## src/rtl/load_store_unit.sv

```systemverilog
// Load/store unit driving a word-only, strobe-triggered data memory; sub-word stores use read-modify-write.
// Optional single-entry word cache enabled by defining LSU_WCACHE_EN (lets cached SB/SH skip the read phase).
module load_store_unit #(
  parameter int MEM_WAIT  = 1,
  parameter int IDX_WIDTH = 30
) (
  input  logic        clk,
  input  logic        rst,
  input  logic        req_valid,
  output logic        req_ready,
  input  logic        req_store,
  input  logic [2:0]  req_funct3,
  input  logic [31:0] req_addr,
  input  logic [31:0] req_wdata,
  output logic        resp_valid,
  output logic [31:0] resp_rdata,
  output logic        resp_err,
  output logic        Mem_Read,
  output logic        Mem_Write,
  output logic [31:0] Address,
  output logic [31:0] Write_Data,
  input  logic [31:0] Read_Data
);

  typedef enum logic [2:0] {IDLE, RD_STB, RD_WAIT, MERGE, WR_STB, RESP} state_t;

  state_t      state_reg, state_next;
  logic        req_ready_reg, req_ready_next;
  logic        resp_valid_reg, resp_valid_next;
  logic        resp_err_reg, resp_err_next;
  logic [31:0] resp_rdata_reg, resp_rdata_next;
  logic        mem_read_reg, mem_read_next;
  logic        mem_write_reg, mem_write_next;
  logic [31:0] address_reg, address_next;
  logic [31:0] write_data_reg, write_data_next;
  logic        store_reg, store_next;
  logic [2:0]  funct3_reg, funct3_next;
  logic [1:0]  off_reg, off_next;
  logic [15:0] wdata_reg, wdata_next;
  logic [2:0]  wait_cnt_reg, wait_cnt_next;
  logic        cache_hit;

`ifdef LSU_WCACHE_EN
  logic                 cache_valid_reg, cache_valid_next;
  logic [IDX_WIDTH-1:0] cache_idx_reg, cache_idx_next;
  logic [31:0]          cache_data_reg, cache_data_next;
`endif

  function automatic logic legal_op(input logic store, input logic [2:0] f3, input logic [1:0] off);
    logic ok;
    if (store) ok = (f3 <= 3'd2);
    else       ok = (f3 != 3'd3) && (f3 != 3'd6) && (f3 != 3'd7);
    // funct3[1:0] encodes access size for every legal code
    case (f3[1:0])
      2'd1:    if (off[0])       ok = 1'b0;
      2'd2:    if (off != 2'd0)  ok = 1'b0;
      default: ;
    endcase
    return ok;
  endfunction

  function automatic logic [31:0] extract(input logic [31:0] word, input logic [1:0] off, input logic [2:0] f3);
    logic [7:0]  b;
    logic [15:0] h;
    logic [31:0] r;
    b = word[{off, 3'b000} +: 8];
    h = word[{off[1], 4'b0000} +: 16];
    case (f3)
      3'd0:    r = {{24{b[7]}}, b};
      3'd1:    r = {{16{h[15]}}, h};
      3'd4:    r = {24'b0, b};
      3'd5:    r = {16'b0, h};
      default: r = word;
    endcase
    return r;
  endfunction

  function automatic logic [31:0] merge(input logic [31:0] word, input logic [1:0] off,
                                        input logic [2:0] f3, input logic [15:0] wd);
    logic [31:0] r;
    r = word;
    if (f3 == 3'd0) r[{off, 3'b000} +: 8]     = wd[7:0];
    else            r[{off[1], 4'b0000} +: 16] = wd;
    return r;
  endfunction

`ifdef LSU_WCACHE_EN
  assign cache_hit = cache_valid_reg && (cache_idx_reg == req_addr[IDX_WIDTH+1:2]);
`else
  assign cache_hit = 1'b0;
`endif

  always_comb begin
    state_next      = state_reg;
    req_ready_next  = 1'b0;
    resp_valid_next = 1'b0;
    resp_err_next   = 1'b0;
    resp_rdata_next = resp_rdata_reg;
    mem_read_next   = 1'b0;
    mem_write_next  = 1'b0;
    address_next    = address_reg;
    write_data_next = write_data_reg;
    store_next      = store_reg;
    funct3_next     = funct3_reg;
    off_next        = off_reg;
    wdata_next      = wdata_reg;
    wait_cnt_next   = wait_cnt_reg;
`ifdef LSU_WCACHE_EN
    cache_valid_next = cache_valid_reg;
    cache_idx_next   = cache_idx_reg;
    cache_data_next  = cache_data_reg;
`endif
    case (state_reg)
      IDLE: begin
        req_ready_next = 1'b1;
        if (req_valid) begin
          req_ready_next = 1'b0;
          store_next     = req_store;
          funct3_next    = req_funct3;
          off_next       = req_addr[1:0];
          wdata_next     = req_wdata[15:0];
          address_next   = 32'(req_addr[IDX_WIDTH+1:2]);
          if (!legal_op(req_store, req_funct3, req_addr[1:0])) begin
            state_next      = RESP;
            resp_valid_next = 1'b1;
            resp_err_next   = 1'b1;
            resp_rdata_next = 32'h0;
          end else if (req_store && req_funct3 == 3'd2) begin
            write_data_next = req_wdata;
            mem_write_next  = 1'b1;
            state_next      = WR_STB;
          end else if (req_store && cache_hit) begin
`ifdef LSU_WCACHE_EN
            write_data_next = merge(cache_data_reg, req_addr[1:0], req_funct3, req_wdata[15:0]);
`endif
            state_next = MERGE;
          end else begin
            mem_read_next = 1'b1;
            state_next    = RD_STB;
          end
        end
      end
      RD_STB: begin
        wait_cnt_next = 3'(MEM_WAIT - 1);
        state_next    = RD_WAIT;
      end
      RD_WAIT: begin
        if (wait_cnt_reg == 3'd0) begin
`ifdef LSU_WCACHE_EN
          cache_valid_next = 1'b1;
          cache_idx_next   = address_reg[IDX_WIDTH-1:0];
          cache_data_next  = Read_Data;
`endif
          // merged word is ready a full cycle before the write strobe rises
          if (store_reg) begin
            write_data_next = merge(Read_Data, off_reg, funct3_reg, wdata_reg);
            state_next      = MERGE;
          end else begin
            resp_rdata_next = extract(Read_Data, off_reg, funct3_reg);
            resp_valid_next = 1'b1;
            state_next      = RESP;
          end
        end else begin
          wait_cnt_next = wait_cnt_reg - 3'd1;
        end
      end
      MERGE: begin
        mem_write_next = 1'b1;
        state_next     = WR_STB;
      end
      WR_STB: begin
`ifdef LSU_WCACHE_EN
        cache_valid_next = 1'b1;
        cache_idx_next   = address_reg[IDX_WIDTH-1:0];
        cache_data_next  = write_data_reg;
`endif
        resp_valid_next = 1'b1;
        resp_rdata_next = 32'h0;
        state_next      = RESP;
      end
      RESP: begin
        req_ready_next = 1'b1;
        state_next     = IDLE;
      end
      default: state_next = IDLE;
    endcase
  end

  always_ff @(posedge clk or posedge rst) begin
    if (rst) begin
      state_reg      <= IDLE;
      req_ready_reg  <= 1'b1;
      resp_valid_reg <= 1'b0;
      resp_err_reg   <= 1'b0;
      resp_rdata_reg <= 32'h0;
      mem_read_reg   <= 1'b0;
      mem_write_reg  <= 1'b0;
      address_reg    <= 32'h0;
      write_data_reg <= 32'h0;
      store_reg      <= 1'b0;
      funct3_reg     <= 3'd0;
      off_reg        <= 2'd0;
      wdata_reg      <= 16'h0;
      wait_cnt_reg   <= 3'd0;
`ifdef LSU_WCACHE_EN
      cache_valid_reg <= 1'b0;
      cache_idx_reg   <= '0;
      cache_data_reg  <= 32'h0;
`endif
    end else begin
      state_reg      <= state_next;
      req_ready_reg  <= req_ready_next;
      resp_valid_reg <= resp_valid_next;
      resp_err_reg   <= resp_err_next;
      resp_rdata_reg <= resp_rdata_next;
      mem_read_reg   <= mem_read_next;
      mem_write_reg  <= mem_write_next;
      address_reg    <= address_next;
      write_data_reg <= write_data_next;
      store_reg      <= store_next;
      funct3_reg     <= funct3_next;
      off_reg        <= off_next;
      wdata_reg      <= wdata_next;
      wait_cnt_reg   <= wait_cnt_next;
`ifdef LSU_WCACHE_EN
      cache_valid_reg <= cache_valid_next;
      cache_idx_reg   <= cache_idx_next;
      cache_data_reg  <= cache_data_next;
`endif
    end
  end

  assign req_ready  = req_ready_reg;
  assign resp_valid = resp_valid_reg;
  assign resp_err   = resp_err_reg;
  assign resp_rdata = resp_rdata_reg;
  assign Mem_Read   = mem_read_reg;
  assign Mem_Write  = mem_write_reg;
  assign Address    = address_reg;
  assign Write_Data = write_data_reg;

endmodule

```

## config.mk

```make
export PLATFORM = sky130hd
export DESIGN_NAME = load_store_unit
export DESIGN_NICKNAME = d
export VERILOG_FILES = /design/src/rtl/load_store_unit.sv
export SDC_FILE = /design/constraint.sdc
export NUM_CORES = 1
export LEC_CHECK = 0
export CAP_MARGIN = 20
export CORE_MARGIN = 2
export CORE_UTILIZATION = 45
export CTS_CLUSTER_SIZE = 12
export DETAILED_ROUTE_END_ITERATION = 6
export PLACE_DENSITY = 0.83
export SYNTH_ARGS = -nofsm -noshare
export SYNTH_HDL_FRONTEND = slang
export SYNTH_SLANG_ARGS = --single-unit
```

## constraint.sdc

```tcl
create_clock -name clk -period 5.2 [get_ports clk]
set_clock_uncertainty 0.15 [all_clocks]
set_input_delay 0.52 -clock clk [delete_from_list [all_inputs] [get_ports clk]]
set_output_delay 0.52 -clock clk [all_outputs]
set_load 0.01 [all_outputs]
```

Word-level counts from Yosys, hierarchy flattened
Index checks and enable logic that the tools add are counted.
Widths: inputs -> output; s select.

storage, ports and cells
  register bits after elaboration = 127
  bits in latches = 0
  memory bits (writable) = 0
  memory bits (read-only) = 0
  bits of input ports = 103
  logic and storage cells = 106
  memories = 0

cells by class
  add/sub/neg operators = 3
  multipliers = 0
  div/mod/pow operators = 0
  $lt $le $gt $ge = 1
  eq/ne operators = 22
  shift operators = 6
  multiplexer cells = 45
  bitwise logic cells = 0
  reduce and logical (&&, ||, !) cells = 15

operator list
  kind                     number
  $mux 32                  10
  $pmux 32 s4              1
  $pmux 32 s3              1
  $bwmux 32                2
  $pmux 32 s2              1
  $shift 16x7->32 const A  1
  $shift 8x7->32 const A   1
  $shiftx 16x7->32         1
  $shiftx 32x6->16         1
  $shiftx 32x6->8          1
  $shiftx 8x7->32          1
  $mux 1                   18
  $mux 3                   6
  $ne 2x2->1 const B       8
  $pmux 3 s5               1
  $neg 5->7                2
  $eq 3x3->1 const B       4
  $eq 3x2->1 const B       3
  $logic_not 3->1          3
  $eq 3x1->1 const B       2
  $ne 3x3->1 const B       2
  $pmux 1 s2               3
  $pmux 3 s2               1
  $reduce_and 2->1         3
  11 further kinds         15

Logic depth before layout (Yosys ltp)
Gate-level depths: netlist (run 1).

  word-level depth = 11
  mapped depth = 9
  gate-level depth less buffers = 6

Worst setup path before layout (run 1)
Ideal clock, no wire load.

  path kind = flip-flop to flip-flop
  from = register off_reg[1]
  to = register write_data_reg[14], in the netlist Write_Data[14]
  setup time = 125 ps
  data arrival time = 2,053 ps
  data required time = 4,925 ps
  path slack = 2,872 ps
  cell stages (with the launch flop) = 10
  cell sequence = dfrtp_1 -> buf_2 -> buf_2 -> inv_1 -> ha_1 -> and4b_1 -> buf_1 -> a221oi_1 -> o21ai_1 -> mux2_4

on the way
  cells in the longest elaborated chain, start to end = 7
  elaborated cells between the ends (all ways) = 12
  classes of those cells = add/sub: 2; shift: 4; mux: 6

ends and longest elaborated chain
  element                                         RTL line  source
  from (decl)                                     38        logic [1:0] off_reg, off_next;
  from (signal assigned)                          222       off_reg <= off_next;
  $neg 5->7, on equally long branches             83, 82
  $shiftx 16x7->32, or another cell as far along  83        else r[{off[1], 4'b0000} +: 16] = wd;
  $bwmux 32, on equally long branches             83, 82
  $mux 32 (*)                                     82        if (f3 == 3'd0) r[{off, 3'b000} +: 8] = wd[7:0];
  $mux 32 (*)                                     155       if (store_reg) begin
  $mux 32 (*)                                     148       if (wait_cnt_reg == 3'd0) begin
  $pmux 32 s2 (*)                                 113       case (state_reg)
  to (signal assigned)                            219       write_data_reg <= write_data_next;
  to (decl)                                       35        logic [31:0] write_data_reg, write_data_next;

Mark *: on every way between the ends. The rest lies on a longest branch, timed or not. The select of a mux whose other input is x is not followed.
A chain may end at the register's enable or synchronous reset.

Final worst setup path (run 1)
  from = input port req_funct3[0]
  to = register resp_rdata_reg[31], in the netlist resp_rdata[31]

on the way
  cells in the longest elaborated chain, start to end = 10
  elaborated cells between the ends (all ways) = 16
  classes of those cells = order compare: 1; eq/ne: 6; mux: 6; reduce/logical: 3

ends and longest elaborated chain
  element                                                             RTL line  source
  from (decl)                                                         12        input logic [2:0] req_funct3,
  parallel branches: the longest is 5 deep, another holds $le 3x2->1  n/a
  $pmux 1 s2 (*)                                                      54        case (f3[1:0])
  $mux 1 (*)                                                          116       if (req_valid) begin
  $mux 1 (*)                                                          113
  $ne 2x2->1 (no line) (*)                                            n/a
  $reduce_and 5->1 (no line) (*)                                      n/a
  to (signal assigned)                                                215       resp_rdata_reg <= resp_rdata_next;
  to (decl)                                                           31        logic [31:0] resp_rdata_reg, resp_rdata_next;

Every way passes the cells marked *. The select of a mux whose other input is x is not followed.

==> results.yml, run 1 <==
status:
  outcome: "finished, final reports clean"
final_layout:
  fill_cells: 1312
  final_nets: 964
  final_area_um2: 10000
  drive_gt1_share_pct: 20.8
  areaGrowthSynthToFinish_pct: 36.7
detailed_routing:
  wl_met1_um: 8930
  dr.pass1.iters: 5
  wire_per_inst_um: 20.1
  drc: 0
  wl_um: 21700
  highest_layer: "met4"
  vias: 6152
  wl_met3_um: 1990
  drt_iter0_markers: 551
  vias_per_cell: 5.69
  ant_nets: 0
  route.met2.wl_um: 9870
clock_tree:
  cts_buffers: 17
  clock-root-buffer: "clkbuf_16"
  clk_pin_slew_ps: 50
  clk_latency_ps: 420
  hold_buffers: 0
  post_cts_buffers: 0
  clock_path_buffers: 2
  cts_tree: "built"
  ctsResizeCount: 0
  clock_sinks: 127
  cts_max_level: 4
critical_path:
  reg2reg_depth: 7
  crit_arrival_ps: 3250
  path_buf_inv: 3
  worst-setup-path-type: "in2reg"
  timing.rr.end: "Write_Data[30]"
  crit_path_max_fanout: 23
  cp_top_family: "compound AO/OA/AOI/OAI gates"
  cp-startpoint: "req_funct3[0]"
  crit_path_cell_trace: "clkdlybuf4s50_1, inv_1, ha_1, nor3b_2, o311a_1, a21oi_4, buf_4, mux2i_1"
  cp.depth: 8
  required_ps: 5380
  end_kind: "flop"
  max_stage_delay_ps: 770
  rrSetupSlack_ps: 2380
  startpoint_type: "primary input"
  cpMaxStageDelayCell: "a21oi_4"
  timing.rr.start: "off_reg[1]"
grt:
  grt.overflow.total: 0
  grt_max_degree: 50
  antenna_found_initial: 1
  grt_pass1_wl_um: 34200
  gr-usage-all-layers_pct: 25.3
  first_global_vias: 6232
yosys:
  netlist_instances: 669
  ys_warn_count: 0
  synth-seq-area-share_pct: 43.4
  synth_cell_type_count: 54
  syn-cell-area_um2: 7330
  avgSynthCellArea_um2: 11.0
  synth_area_leaders: "dfrtp_1 43%, mux2_2 14%, mux2_4 7.2%, a221oi_1 4.8%, mux2i_1 4.4%"
  synth-edff-count: 0
  ys_ff_latch: 127
  synth_top_area_share_pct: 43.0
  synth_top_cell_by_area: "dfrtp_1"
  synthTopCellsByCount: "126 x dfrtp_1, 88 x mux2_2, 54 x inv_1, 49 x nand2_1, 44 x o21ai_0"
  synth.most_common_cell: "dfrtp_1"
  ys.flop_type: "dfrtp_1"
  synthArstFlopShare_pct: 100
hold_path:
  worstHoldStart: "Address[22]"
  hold_path_depth: 1
  worstHoldEndpoint: "Address[22]"
  hold_path.class: "reg2reg"
place:
  portBuffers: 201
  finalWeightedCongestion: 0.887
  placed_cell_area_um2: 9420
  preCtsSetupSlack_ps: 1740
  hpwl_um: 15300
flow_run:
  drv_cap: 0
sta:
  final.setup.worst_slack_ps: 2130
  slew_headroom_pct: 27.3
  fin_crit_sh_pct: 59.0
  tns_ps: 0
  drv_slew: 0
  fmax_mhz: 326
  worst_pin_slew_ps: 1090
  hold_viol: 0
  grt_setup_unrepaired: "no"
  hold_ws_ps: 354
  finalSetupViolCount: 0
  min_period_ps: 3070
power:
  totalPowerFinal_mw: 5.84
  power_density_nw_per_um2: 583
  power.leakage_nw: 4.17
  max-vdd-ir-drop_v: 0.000325
die:
  die_y_um: 132
  fp.coreArea_um2: 15900
  ios: 204
  fp.dieW_um: 132
  fp-row-count: 46
  die-area_um2: 17300
  start_util_pct: 46.1
==> layer usage <==
layer,vias up,GRT usage [%]
met4,0,11.4
met3,72,7.75
met1,2930,32.0
met2,368,39.7
li1,2782,-
met5,-,0
==> layout by cell type (no fill, tap or decap), types with 5 or more instances in the layout <==
| cell | netlist | final |
|---|---|---|
| clkdlybuf4s50_1 | 0 | 201 |
| dfrtp_1 | 126 | 126 |
| mux2_2 | 88 | 88 |
| inv_1 | 54 | 53 |
| nand2_1 | 49 | 49 |
| o21ai_0 | 44 | 44 |
| a221oi_1 | 40 | 40 |
| mux2_4 | 35 | 35 |
| mux2i_1 | 32 | 32 |
| o21ai_1 | 29 | 29 |
| nand2b_1 | 19 | 19 |
| clkbuf_16 | 0 | 17 |
| a21oi_1 | 13 | 13 |
| nand3_1 | 11 | 11 |
| buf_4 | 8 | 11 |
| ha_1 | 10 | 10 |
| a32oi_1 | 8 | 8 |
| o211ai_1 | 7 | 7 |
| nor2_1 | 6 | 6 |
| nor2b_1 | 5 | 5 |
==> cells by family after synthesis <==
| logic type | Yosys count | share of synthesized area, % |
|---|---|---|
| multiplexers | 155 | 25.1 |
| other | 1 | 0.0512 |
| AND/OR/NAND/NOR | 112 | 7.87 |
| AO/OA/AOI/OAI | 158 | 15.0 |
| flip-flops | 127 | 43.4 |
| adder cells (fa/ha/maj) | 10 | 1.71 |
| buffers and inverters | 106 | 6.92 |
==> worst max path at each step <==
stage / endpoint / slack [ps]
after CTS: Write_Data[16] / 2090
after detailed placement: resp_rdata[31] / 1740
after global placement: resp_rdata[28] / 1780
after global routing: resp_rdata[31] / 2030
after floorplan: Address[0] / 1150
final: resp_rdata[31] / 2130
==> power breakdown <==
| group | total (mW) | internal (mW) | switching [mW] |
|---|---|---|---|
| sequential | 1.84 | 1.43 | 0.408 |
| clock | 1.17 | 0.740 | 0.435 |
| combinational | 2.83 | 1.54 | 1.29 |
| total | 5.84 | 3.71 | 2.14 |
==> worst reg2reg max path, delay by kind of cell, from the launching register on <==
kind,cells,cell delay (ps)
muxes,1,210
buffers and inverters,2,740
AOI/OAI and AO/OA,2,430
and+or+nand+nor,1,300
adders and majority gates,1,260
DFF,1,660
==> layout make-up <==
type	count	area [µm²]	share of cell area (%)
Antenna cell	1	2.50	0.0250
Sequential cell	127	3180	31.7
Clock inverter	10	111	1.11
Multi-Input combinational cell	437	3670	36.6
Timing Repair Buffer	213	2100	21.0
Clock buffer	22	474	4.73
Tap cell	216	270	2.70
Inverter	55	209	2.09
==> per-stage QoR <==
step	util, %	std cells
after floorplan	-	670
after global placement	59.3	1047
after detailed placement	59.3	1047
after CTS	63.0	1079
after global routing	63.0	1080
final	63.1	1081
(Power assumes the default switching activity.)
==> run 2, diff against run 1 <==
- clock period: 5.2 -> 3.1 ns (I/O delays scaled with it)
==> run 2 against run 1 <==
First-iteration DRC count grew 4.4%; critical path depth decreased by 3; utilization is 1.1 points higher; combinational power grew 72%; sequential power grew 65%; global-route usage barely moved; via count about the same; clock-buffer cell count shrank 3; register-to-register slack lost 1800 ps; hold slack got worse by 160 ps; critical path type is now reg2reg; critical endpoint is now resp_rdata[10]; largest cell class unchanged.
==> results.yml, run 2 (same netlist as run 1, synthesis figures left out) <==
status:
  outcome: "finished, final reports clean"
detailed_routing:
  drt_iter0_markers: 575
  vias: 6154
  dr.pass1.iters: 6
  drc: 0
  vias_per_cell: 5.68
  ant_nets: 0
  wl_um: 21600
  wire_per_inst_um: 19.9
power:
  power_density_nw_per_um2: 997
  power.leakage_nw: 4.24
  totalPowerFinal_mw: 10.2
  max-vdd-ir-drop_v: 0.000527
clock_tree:
  cts_max_level: 4
  clock_sinks: 127
  clock_path_buffers: 2
  ctsResizeCount: 0
  clk_pin_slew_ps: 60
  cts_tree: "built"
  cts_buffers: 17
  clk_latency_ps: 420
  post_cts_buffers: 0
  clock-root-buffer: "clkbuf_16"
  hold_buffers: 0
sta:
  finalSetupViolCount: 0
  min_period_ps: 2530
  worst_pin_slew_ps: 879
  hold_viol: 0
  grt_setup_unrepaired: "no"
  fin_crit_sh_pct: 81.6
  drv_slew: 0
  tns_ps: 0
  slew_headroom_pct: 41.3
  fmax_mhz: 395
critical_path:
  end_kind: "flop"
  crit_path_cell_trace: "buf_4, mux2_2, a221oi_4, a221oi_1, mux2_4"
  startpoint_type: "flop"
  crit_path_max_fanout: 43
  required_ps: 3250
  worst-setup-path-type: "reg2reg"
  rrSetupSlack_ps: 570
  max_stage_delay_ps: 510
  cpMaxStageDelayCell: "buf_4"
  crit_arrival_ps: 2680
final_layout:
  instances_no_fill: 1083
  areaGrowthSynthToFinish_pct: 39.0
  final_cell_mix: "201 x clkdlybuf4s50_1, 126 x dfrtp_1, 88 x mux2_2, 53 x inv_1, 49 x nand2_1"
  final_nets: 969
  drive_gt1_share_pct: 21.2
  insertedDiodeCount: 0
  mostFrequentLayoutCell: "clkdlybuf4s50_1"
die:
  ios: 204
  die-area_um2: 17300
  fp.dieW_um: 132
  start_util_pct: 46.1
  fp.coreArea_um2: 15900
  die_y_um: 132
  fp-row-count: 46
grt:
  grt.overflow.total: 0
  first_global_vias: 6255
  grt_pass1_wl_um: 34400
  gr-usage-all-layers_pct: 25.2
  grt_max_degree: 57
  antenna_found_initial: 3
place:
  finalWeightedCongestion: 0.891
  hpwl_um: 15200
  dp.cells: 1052
  portBuffers: 201
flow_run:
  drv_cap: 0
hold_path:
  hold_path.class: "in2async"
[run 2: path summary, 6_finish.rpt]
check / start / to / depth (start not counted)
max: off_reg[1] / resp_rdata[10] / 5
min: rst / Address[28] / 2
max reg2reg: off_reg[1] / resp_rdata[10] / 5
min reg2reg: Address[6] / Address[6] / 1
max in group asynchronous: rst / resp_rdata[16] / 3
min in group clk: req_addr[11] / Address[9] / 2
[run 2: worst max-delay path: cells and delay by family, from the launching register on]
family,cells,cell delay (ps)
buffers and inverters,1,510
muxes,2,740
DFF,1,370
AOI/OAI and AO/OA,2,640
[run 2: per-stage QoR]
step | hold slack, ps | instance area (µm²) | setup WS, ps | utilization, %
2_1_floorplan | 277 | 7330 | 772 | -
3_3_place_gp | 338 | 9500 | 371 | 59.8
3_5_place_dp | 342 | 9500 | 361 | 59.8
4_1_cts | 209 | 10200 | 588 | 64.0
5_1_grt | 268 | 10200 | 440 | 64.1
6_report | 198 | 10200 | 571 | 64.1
[run 2: per-layer routing]
metal / vias to the layer above / GRT usage (%) / wire length, µm
met5: - / 0 / 25
met4: 4 / 12.6 / 928
met3: 71 / 7.75 / 2020
met2: 351 / 38.8 / 9860
met1: 2938 / 32.3 / 8740
li1: 2790 / - / -
[run 2: cell type report]
type                    instances  area [µm²]
clock inverters                11         214
repair buffers                218        2210
multi-input cells             437        3660
clock buffers                  19         443
inverters                      55         210
fillers                      1247        5700
well taps                     216         270
flip-flops and latches        127        3180
[run 2: power breakdown]
part,switching (mW),leakage (nW),internal (mW)
sequential,0.628,1.60,2.40
combinational,2.23,2.33,2.65
clock,0.739,0.315,1.52
==> run 3, diff against run 2 <==
- CORE_UTILIZATION: 45 -> 44
- PLACE_DENSITY: 0.83 -> 0.84
- clock period: 3.1 -> 2.3 ns (I/O delays scaled with it)
==> run 3 against run 2 <==
Setup slack got worse by 500 ps; final area rose by 3.9%; sequential power rose by 33%; critical path depth rose by 4; sequential share of layout area fell by 1.2 points; flip-flop and latch count did not move; utilization rose by 0.41 points; power rose by 38%; hold slack got worse by 100 ps; critical path type is now in2reg.
==> results.yml, run 3 (same netlist as run 1, synthesis figures left out) <==
status:
  outcome: "finished, final reports clean"
clock_tree:
  cts_tree: "built"
  clk_latency_ps: 410
  clock_path_buffers: 2
  clock_sinks: 127
  cts_buffers: 17
  clock-root-buffer: "clkbuf_16"
  clk_pin_slew_ps: 60
  cts_max_level: 4
grt:
  grt_max_degree: 50
  grt_pass1_wl_um: 34100
  antenna_found_initial: 1
  first_global_vias: 6266
  gr-usage-all-layers_pct: 24.9
  grt.overflow.total: 0
final_layout:
  mostFrequentLayoutCell: "clkdlybuf4s50_1"
  final_nets: 1005
  insertedDiodeCount: 0
  instances_no_fill: 1124
  final_cell_mix: "201 x clkdlybuf4s50_1, 126 x dfrtp_1, 88 x mux2_2, 53 x inv_1, 49 x nand2_1"
  drive_gt1_share_pct: 24.6
  areaGrowthSynthToFinish_pct: 44.5
detailed_routing:
  wire_per_inst_um: 20.0
  drt_iter0_markers: 750
  drc: 0
  vias: 6352
  dr.pass1.iters: 5
  wl_um: 22500
  ant_nets: 0
  vias_per_cell: 5.65
power:
  power_density_nw_per_um2: 1330
  totalPowerFinal_mw: 14.0
  switching_share_pct: 35.2
  seqPwrFrac_pct: 28.7
  clockPowerShare_pct: 21.1
  power.leakage_nw: 4.45
  max-vdd-ir-drop_v: 0.000721
  intPower_mw: 9.09
  p_switching_mw: 4.94
  p_comb_share_pct: 50.3
place:
  hpwl_um: 15800
  portBuffers: 201
  dp.cells: 1091
  finalWeightedCongestion: 0.934
sta:
  grt_setup_unrepaired: "no"
  finalSetupViolCount: 0
  worst_pin_slew_ps: 830
  slew_headroom_pct: 44.5
  min_period_ps: 2230
  drv_slew: 0
  hold_viol: 0
  fmax_mhz: 449
  fin_crit_sh_pct: 96.9
critical_path:
  cpMaxStageDelayCell: "clkdlybuf4s50_1"
  crit_top_cell: "buf_12"
  worst-setup-path-type: "in2reg"
  cp_top_family: "buffers and inverters"
  path_buf_inv: 4
  crit_arrival_ps: 2380
  crit_path_cell_trace: "clkdlybuf4s50_1, inv_1, ha_2, nor3b_4, o311ai_4, a211oi_4, buf_12, buf_12, mux2_2"
  max_stage_delay_ps: 470
  crit_path_max_fanout: 16
  startpoint_type: "primary input"
  end_kind: "flop"
  required_ps: 2450
die:
  ios: 204
  fp.coreArea_um2: 16400
  fp.dieW_um: 133
  die-area_um2: 17700
  start_util_pct: 44.7
  die_y_um: 133
  fp-row-count: 47
flow_run:
  drv_cap: 0
hold_path:
  hold_path.class: "in2async"
run 3: area by class of cell:
cell class                      count  area, µm²
Clock buffer                       21        460
Timing Repair Buffer              254       2580
Multi-Input combinational cell    437       3700
Sequential cell                   127       3180
Tap cell                          220        275
Clock inverter                     10        185
Fill cell                        1198       5820
Inverter                           55        210
run 3: final timing paths:
check,start,end,slack (ps),cells past startpoint
worst max-delay path,req_funct3[0],Write_Data[3],70,9
worst min-delay path,rst,wdata_reg[6],100,2
worst max register to register,off_reg[1],resp_rdata[27],90,6
worst min register to register,Address[6],Address[6],350,1
max in group asynchronous,rst,wdata_reg[8],1360,3
min in group clk,req_addr[27],Address[25],270,2
run 3: repair_timing:
| item | in CTS | in global routing |
|---|---|---|
| hold buffers | 0 | 0 |
| gates cloned | 0 | 1 |
| setup endpoints to repair | 8 | 14 |
| buffers inserted | 0 | 1 |
| gates resized for setup | 1 | 5 |
| pin swaps | 0 | 1 |
run 3: power groups by stage:
| stage | Combinational (mW) | Clock [mW] | Sequential [mW] |
|---|---|---|---|
| after CTS | 6.97 | 3.00 | 4.00 |
| after floorplan | 3.71 | 0 | 4.21 |
| after global routing | 7.53 | 3.10 | 4.13 |
| final | 7.06 | 2.96 | 4.02 |
| after global placement | 6.78 | 0 | 3.98 |
| after detailed placement | 6.89 | 0 | 4.00 |
run 3: metrics by stage:
step	hold WS [ps]	setup TNS [ps]	setup WS, ps	util (%)	cell area (µm²)
2_1_floorplan	197	0	30.2	-	7340
3_3_place_gp	339	-13130	-258	60.1	9860
3_5_place_dp	342	-16840	-319	60.1	9860
4_1_cts	100	0	50.4	64.1	10500
5_1_grt	110	0	4.32	64.5	10600
6_report	97.1	0	70.4	64.5	10600
run 3: metal layers:
| metal | global-route usage (%) | wire [µm] | share of wire (%) | vias up |
|---|---|---|---|---|
| li1 | - | - | - | 2858 |
| met1 | 31.1 | 8890 | 40 | 3052 |
| met2 | 38.8 | 10400 | 46 | 373 |
| met3 | 8.70 | 2180 | 9.7 | 67 |
| met4 | 11.6 | 947 | 4.2 | 2 |
| met5 | 0 | 13 | 0.058 | - |
run 3: worst reg2reg max path: cells and delay by family (launching register included):
family          cells  cell delay [ps]
simple gates        1              150
mux                 2              500
buf+inv             2              410
flops               1              390
compound gates      1              480
